==> config.mk <==
export PLATFORM = sky130hd
export DESIGN_NAME = mac_sequencer
export DESIGN_NICKNAME = d
export VERILOG_FILES = /design/src/rtl/mac_sequencer.sv
export SDC_FILE = /design/constraint.sdc
export NUM_CORES = 1
export LEC_CHECK = 0
export BUFFER_PORTS_ARGS = -buffer_cell sky130_fd_sc_hd__buf_2
export CORE_MARGIN = 4
export CORE_UTILIZATION = 34
export CTS_CLUSTER_SIZE = 40
export DETAILED_ROUTE_END_ITERATION = 6
export GPL_TIMING_DRIVEN = 0
export HOLD_SLACK_MARGIN = 0.02
export MAX_ROUTING_LAYER = met4
export PLACE_DENSITY_LB_ADDON = 0.12
export REMOVE_ABC_BUFFERS = 1
export SETUP_SLACK_MARGIN = 0.1
export SYNTH_ARGS = -nofsm -noshare
export SYNTH_HDL_FRONTEND = slang
export SYNTH_SLANG_ARGS = --single-unit
export TNS_END_PERCENT = 10
==> constraint.sdc <==
create_clock -name clk -period 5.45 [get_ports clk]
set_clock_uncertainty 0.1 [all_clocks]
set_input_delay 0.2725 -clock clk [delete_from_list [all_inputs] [get_ports clk]]
set_output_delay 0.2725 -clock clk [all_outputs]
set_load 0.05 [all_outputs]
==> src/rtl/mac_sequencer.sv <==
// rtl/mac_sequencer.sv - issue-side job sequencer for the 16-bit / dual-8-bit MAC (optional feature: MAC_SEQ_ZERO_SKIP_EN)
module mac_sequencer #(
    parameter int LEN_W        = 8,
    parameter int DRAIN_CYCLES = 4
) (
    input  logic             clk,
    input  logic             reset,
    input  logic             cmd_valid,
    output logic             cmd_ready,
    input  logic             cmd_mode,
    input  logic [LEN_W-1:0] cmd_len,
    input  logic             op_valid,
    output logic             op_ready,
    input  logic [15:0]      op_multiplier,
    input  logic [15:0]      op_multiplicand,
    output logic [2:0]       mac_instruction,
    output logic [15:0]      mac_multiplier,
    output logic [15:0]      mac_multiplicand,
    output logic             mac_stall,
    input  logic [31:0]      mac_result,
    input  logic [7:0]       mac_protect,
    output logic             res_valid,
    input  logic             res_ready,
    output logic [31:0]      res_data,
    output logic [7:0]       res_protect,
    output logic             busy
);

    localparam int DW = $clog2(DRAIN_CYCLES);
    localparam logic [DW-1:0] DRAIN_LAST = DW'(DRAIN_CYCLES - 1);

    // Low two opcode bits; bit 2 is the latched mode (dual-8 forms are +4)
    localparam logic [1:0] OP_CLEAR = 2'd0;
    localparam logic [1:0] OP_MUL   = 2'd1;
    localparam logic [1:0] OP_MAC   = 2'd2;
    localparam logic [1:0] OP_SAT   = 2'd3;

    typedef enum logic [2:0] {
        S_IDLE, S_CLEAR, S_FIRST, S_ACC, S_SAT, S_DRAIN, S_DONE
    } state_t;

    state_t           r_state;
    state_t           w_state_nxt;
    logic             r_mode;
    logic [LEN_W-1:0] r_len;
    logic [LEN_W-1:0] r_remaining;
    logic [LEN_W-1:0] w_remaining_nxt;
    logic [DW-1:0]    r_drain;
    logic [DW-1:0]    w_drain_nxt;
    logic [2:0]       r_mac_instruction;
    logic [2:0]       w_instr_nxt;
    logic [15:0]      r_mac_multiplier;
    logic [15:0]      w_mul_nxt;
    logic [15:0]      r_mac_multiplicand;
    logic [15:0]      w_mcand_nxt;
    logic             r_mac_stall;
    logic             w_stall_nxt;
    logic             w_capture;
    logic             w_skip;
    logic [31:0]      r_res_data;
    logic [7:0]       r_res_protect;

`ifdef MAC_SEQ_ZERO_SKIP_EN
    logic w_zero16;
    logic w_zero_l0;
    logic w_zero_l1;
    assign w_zero16  = (op_multiplier == 16'd0) || (op_multiplicand == 16'd0);
    assign w_zero_l0 = (op_multiplier[7:0] == 8'd0) || (op_multiplicand[7:0] == 8'd0);
    assign w_zero_l1 = (op_multiplier[15:8] == 8'd0) || (op_multiplicand[15:8] == 8'd0);
    // Dual-8 pairs are only skippable when both lanes contribute nothing
    assign w_skip    = r_mode ? (w_zero_l0 && w_zero_l1) : w_zero16;
`else
    assign w_skip    = 1'b0;
`endif

    // FSM state register
    always_ff @(posedge clk or posedge reset) begin
        if (reset) r_state <= S_IDLE;
        else       r_state <= w_state_nxt;
    end

    // Next state and next value of the registered MAC bundle, counters and capture strobe
    always_comb begin
        w_state_nxt     = r_state;
        w_remaining_nxt = r_remaining;
        w_drain_nxt     = r_drain;
        w_instr_nxt     = r_mac_instruction;
        w_mul_nxt       = r_mac_multiplier;
        w_mcand_nxt     = r_mac_multiplicand;
        w_stall_nxt     = 1'b0;
        w_capture       = 1'b0;
        case (r_state)
            S_IDLE: begin
                if (cmd_valid) w_state_nxt = S_CLEAR;
            end
            S_CLEAR: begin
                w_instr_nxt = {r_mode, OP_CLEAR};
                w_state_nxt = (r_len == '0) ? S_SAT : S_FIRST;
            end
            S_FIRST: begin
                if (op_valid) begin
                    w_instr_nxt     = {r_mode, OP_MUL};
                    w_mul_nxt       = op_multiplier;
                    w_mcand_nxt     = op_multiplicand;
                    w_remaining_nxt = r_len - LEN_W'(1);
                    w_state_nxt     = (r_len == LEN_W'(1)) ? S_SAT : S_ACC;
                end else begin
                    w_stall_nxt = 1'b1;
                end
            end
            S_ACC: begin
                if (op_valid) begin
                    w_remaining_nxt = r_remaining - LEN_W'(1);
                    if (w_skip) begin
                        w_stall_nxt = 1'b1;
                    end else begin
                        w_instr_nxt = {r_mode, OP_MAC};
                        w_mul_nxt   = op_multiplier;
                        w_mcand_nxt = op_multiplicand;
                    end
                    if (r_remaining == LEN_W'(1)) w_state_nxt = S_SAT;
                end else begin
                    w_stall_nxt = 1'b1;
                end
            end
            S_SAT: begin
                w_instr_nxt = {r_mode, OP_SAT};
                w_drain_nxt = '0;
                w_state_nxt = S_DRAIN;
            end
            S_DRAIN: begin
                w_instr_nxt = {r_mode, OP_SAT};
                if (r_drain == DRAIN_LAST) begin
                    w_capture   = 1'b1;
                    w_state_nxt = S_DONE;
                end else begin
                    w_drain_nxt = r_drain + DW'(1);
                end
            end
            S_DONE: begin
                if (res_ready) w_state_nxt = S_IDLE;
            end
            default: w_state_nxt = S_IDLE;
        endcase
    end

    // Job latch, counters, aligned MAC output bundle and result capture
    always_ff @(posedge clk or posedge reset) begin
        if (reset) begin
            r_mode             <= 1'b0;
            r_len              <= '0;
            r_remaining        <= '0;
            r_drain            <= '0;
            r_mac_instruction  <= 3'd0;
            r_mac_multiplier   <= 16'd0;
            r_mac_multiplicand <= 16'd0;
            r_mac_stall        <= 1'b0;
            r_res_data         <= 32'd0;
            r_res_protect      <= 8'd0;
        end else begin
            if (r_state == S_IDLE && cmd_valid) begin
                r_mode <= cmd_mode;
                r_len  <= cmd_len;
            end
            r_remaining        <= w_remaining_nxt;
            r_drain            <= w_drain_nxt;
            r_mac_instruction  <= w_instr_nxt;
            r_mac_multiplier   <= w_mul_nxt;
            r_mac_multiplicand <= w_mcand_nxt;
            r_mac_stall        <= w_stall_nxt;
            if (w_capture) begin
                r_res_data    <= mac_result;
                r_res_protect <= mac_protect;
            end
        end
    end

    // cmd_ready is held off while reset is asserted so nothing is accepted before release
    assign cmd_ready        = (r_state == S_IDLE) && !reset;
    assign op_ready         = (r_state == S_FIRST) || (r_state == S_ACC);
    assign res_valid        = (r_state == S_DONE);
    assign busy             = (r_state != S_IDLE);
    assign mac_instruction  = r_mac_instruction;
    assign mac_multiplier   = r_mac_multiplier;
    assign mac_multiplicand = r_mac_multiplicand;
    assign mac_stall        = r_mac_stall;
    assign res_data         = r_res_data;
    assign res_protect      = r_res_protect;

endmodule

==> summary.txt <==
Outcome
  • Run status: complete, no violations

Clocking
  • TritonCTS clock tree: done
  • Post-CTS sizing: 0
  • Clock tree sinks: 98
  • Clock Latency Late Sink: 340 ps
  • CTS clk-pin slew, worst paths: 70 ps
  • Clk root buf: clkbuf_16
  • H-tree levels: 3
  • Hold Buf Count CTS: 23
  • TritonCTS Buffers: 9
  • Number of setup buffers added after CTS: 0
  • Clk buf depth: 2

Place
  • Number of port buffers: 165
  • Pre-CTS setup slack: 2950 ps
  • RePlAce Congestion: 0.775
  • Final HPWL DP: 7380 um

Worst setup path
  • CP max FO: 46
  • Worst reg2reg startpoint: r_state[1]$_DFFE_PP0P_
  • Worst EP required: 5560 ps
  • Crit Path Category: reg -> reg
  • Worst reg2reg endpoint: r_remaining[3]$_DFFE_PP0P_
  • Worst Path Arrival: 2470 ps
  • CP Launch Type: flop
  • R2R setup slack: 3080 ps
  • CP endpoint kind: flop
  • FF-to-FF path depth: 4
  • Critical path startpoint: r_state[1]$_DFFE_PP0P_

Synth
  • Synthesized area: 0.00421 mm2
  • Syn Inst Count: 387
  • Area leader, netlist: dfrtp_1
  • Avg Cell Area, Syn: 10.9 um2
  • Top cells by count, synth: nand2_1 (107), dfrtp_1 (98), mux2_2 (48)
  • Synth area leaders: dfrtp_1 (58%), mux2_2 (13%), nand2_1 (9.6%), o21ai_0 (2.1%), ha_1 (1.8%)
  • Warning count from the yosys run: 0
  • Post-synth ARST share: 1.00
  • Register area share after synthesis: 0.583
  • EDFF count, synth: 0
  • Number of synthesized register bits: 98
  • Yosys top cell area share: 0.583
  • Yosys cell types: 43
  • Most frequent cell after synthesis: nand2_1
  • Top FF cell, synth: dfrtp_1

Floorplan
  • Initial core utilization: 0.349
  • Die ar.: 0.0142 mm2
  • Core area: 0.0121 mm2
  • Ports: 166
  • Rows: 40
  • Die width: 119 um
  • Die Ht: 119 um

Power and ir drop
  • Leak: 2.89 nW
  • PwrDens: 714 mW/mm2
  • Peak VDD IR: 0.293 mV

Detailed routing
  • Total vias in the final route: 3385
  • Drt first pass iters: 4
  • Routed WL: 10600 um
  • Post-route ant nets: 0
  • DR DRC count: 0
  • Drt first-iter violations: 186
  • Routed WL per cell: 14.3 um
  • Vias per inst: 4.56

STA
  • Max Clock Freq: 423 MHz
  • Min Tclk post-route: 2370 ps
  • Fin crit share: 0.434
  • Slew margin rel.: 0.422
  • Endpoints failing setup: 0
  • Worst-margin pin slew: 867 ps
  • Final Hold Fails: 0
  • RSZ-0062 raised after global routing: no
  • Final setup margin: 3080 ps
  • Final TNS setup: 0 ps
  • Max Slew Vio Count: 0

Hold path
  • Hold path start: cmd_len[0]
  • Hold EP: r_len[0]$_DFFE_PP0P_
  • WHS Path Cells: 3
  • HP Class: in -> reg

Cells and area
  • Share of cells above drive strength 1: 0.418
  • Register Area: 0.00245 mm2
  • Fill cell count: 1114
  • Antenna diodes: 0
  • Fin nets: 661
  • Area of the multi-input gates: 0.00163 mm2
  • Layout area overhead: 36.5%

Global route
  • First-pass GRT wire length: 17200 um
  • Initial antenna violation count: 0
  • GRT Total Usage: 0.156
  • Total gr overflow: 0
  • Largest net degree at the start of global routing: 71
  • Vias in the first global route: 3416

Job
  • Max_cap viols: 0
[critical path, cell delays in order (launching register included)]
cell	delay, ps
dfrtp_1	640
and3b_2	870
nand2_1	350
o22ai_1	210
a21oi_1	60
[per-stage QoR]
step           cell area, um2  total power, W  hold WS [ps]  instances   util
6_report                 5740         0.00410          29.9        742  0.476
5_1_grt                  5740         0.00435          38.1        742  0.476
4_1_cts                  5730         0.00414          20.2        741  0.475
3_5_place_dp             5210         0.00351           210        702  0.432
3_3_place_gp             5160         0.00347           352        700  0.427
2_1_floorplan            4120         0.00295           238        367      -
[sequential cells by signal, summed over array words and instances (netlist names)]
register and count:
mac_multiplier 16, mac_stall 1, r_state 3, mac_instruction 3, r_len 8, r_drain 2
r_remaining 8, mac_multiplicand 16, res_protect 8, r_mode 1, res_data 32
[final cells by class]
class                   count  share of cell area
repair buffers            191               0.195
well taps                 168              0.0366
multi-input cells         258               0.284
flip-flops and latches     98               0.427
inverters                  11             0.00763
clock buffers              12              0.0447
clock inverters             4             0.00458
[routing by layer]
metal	wire length (um)	global-route usage	up-vias
li1	-	-	1677
met1	4650	0.188	1596
met2	5190	0.250	96
met3	609	0.0408	16
met4	195	0.0579	0
met5	0	-	-
[placed cells by master (no fill, tap or decap), types with 2 or more instances in the layout]
master / instances
ha_1: 6
clkinv_2: 2
nor3b_1: 2
dfrtp_1: 98
clkbuf_16: 9
a22o_1: 2
or3b_2: 2
or3_1: 2
nand3_1: 8
a21oi_1: 6
nor3_1: 7
and3_1: 3
nor2b_1: 2
o22ai_1: 2
o21ai_0: 18
nand2_1: 107
dlygate4sd3_1: 23
xnor2_1: 3
or4_4: 2
buf_2: 165
clkbuf_8: 2
nand3b_1: 2
nor2_1: 9
nand4_1: 2
mux2_2: 48
inv_1: 10
o41ai_1: 2
o211ai_1: 4
[kinds of logic after synthesis]
logic type                 Yosys count  synth area share
AOI/OAI and AO/OA                   42            0.0628
and+or+nand+nor                    158             0.169
DFF                                 98             0.583
xor gates and xnor gates             4           0.00833
muxes                               48             0.129
adders and majority gates            6            0.0179
buffers and inverters               31            0.0301
[how the worst max path moves through the flow]
stage | to | slack, ps | depth (start not counted)
detailed placement | r_remaining[5]$_DFFE_PP0P_ | 2950 | 4
global placement | mac_multiplicand[15]$_DFFE_PP0P_ | 1250 | 2
finish | r_remaining[3]$_DFFE_PP0P_ | 3080 | 4
CTS | r_remaining[5]$_DFFE_PP0P_ | 2920 | 4
floorplan | mac_instruction[0]$_DFFE_PP0P_ | 2520 | 1
global route | r_remaining[3]$_DFFE_PP0P_ | 2830 | 4
[power by group]
part	leakage [nW]	total [W]	switching [W]	internal, W
logic	1.57	0.00217	0.00156	0.000608
clock network	0.139	0.000607	0.000273	0.000334
registers	1.19	0.00132	0.000243	0.00108
total	2.89	0.00410	0.00208	0.00202
Power figures use the tool's default switching activity.
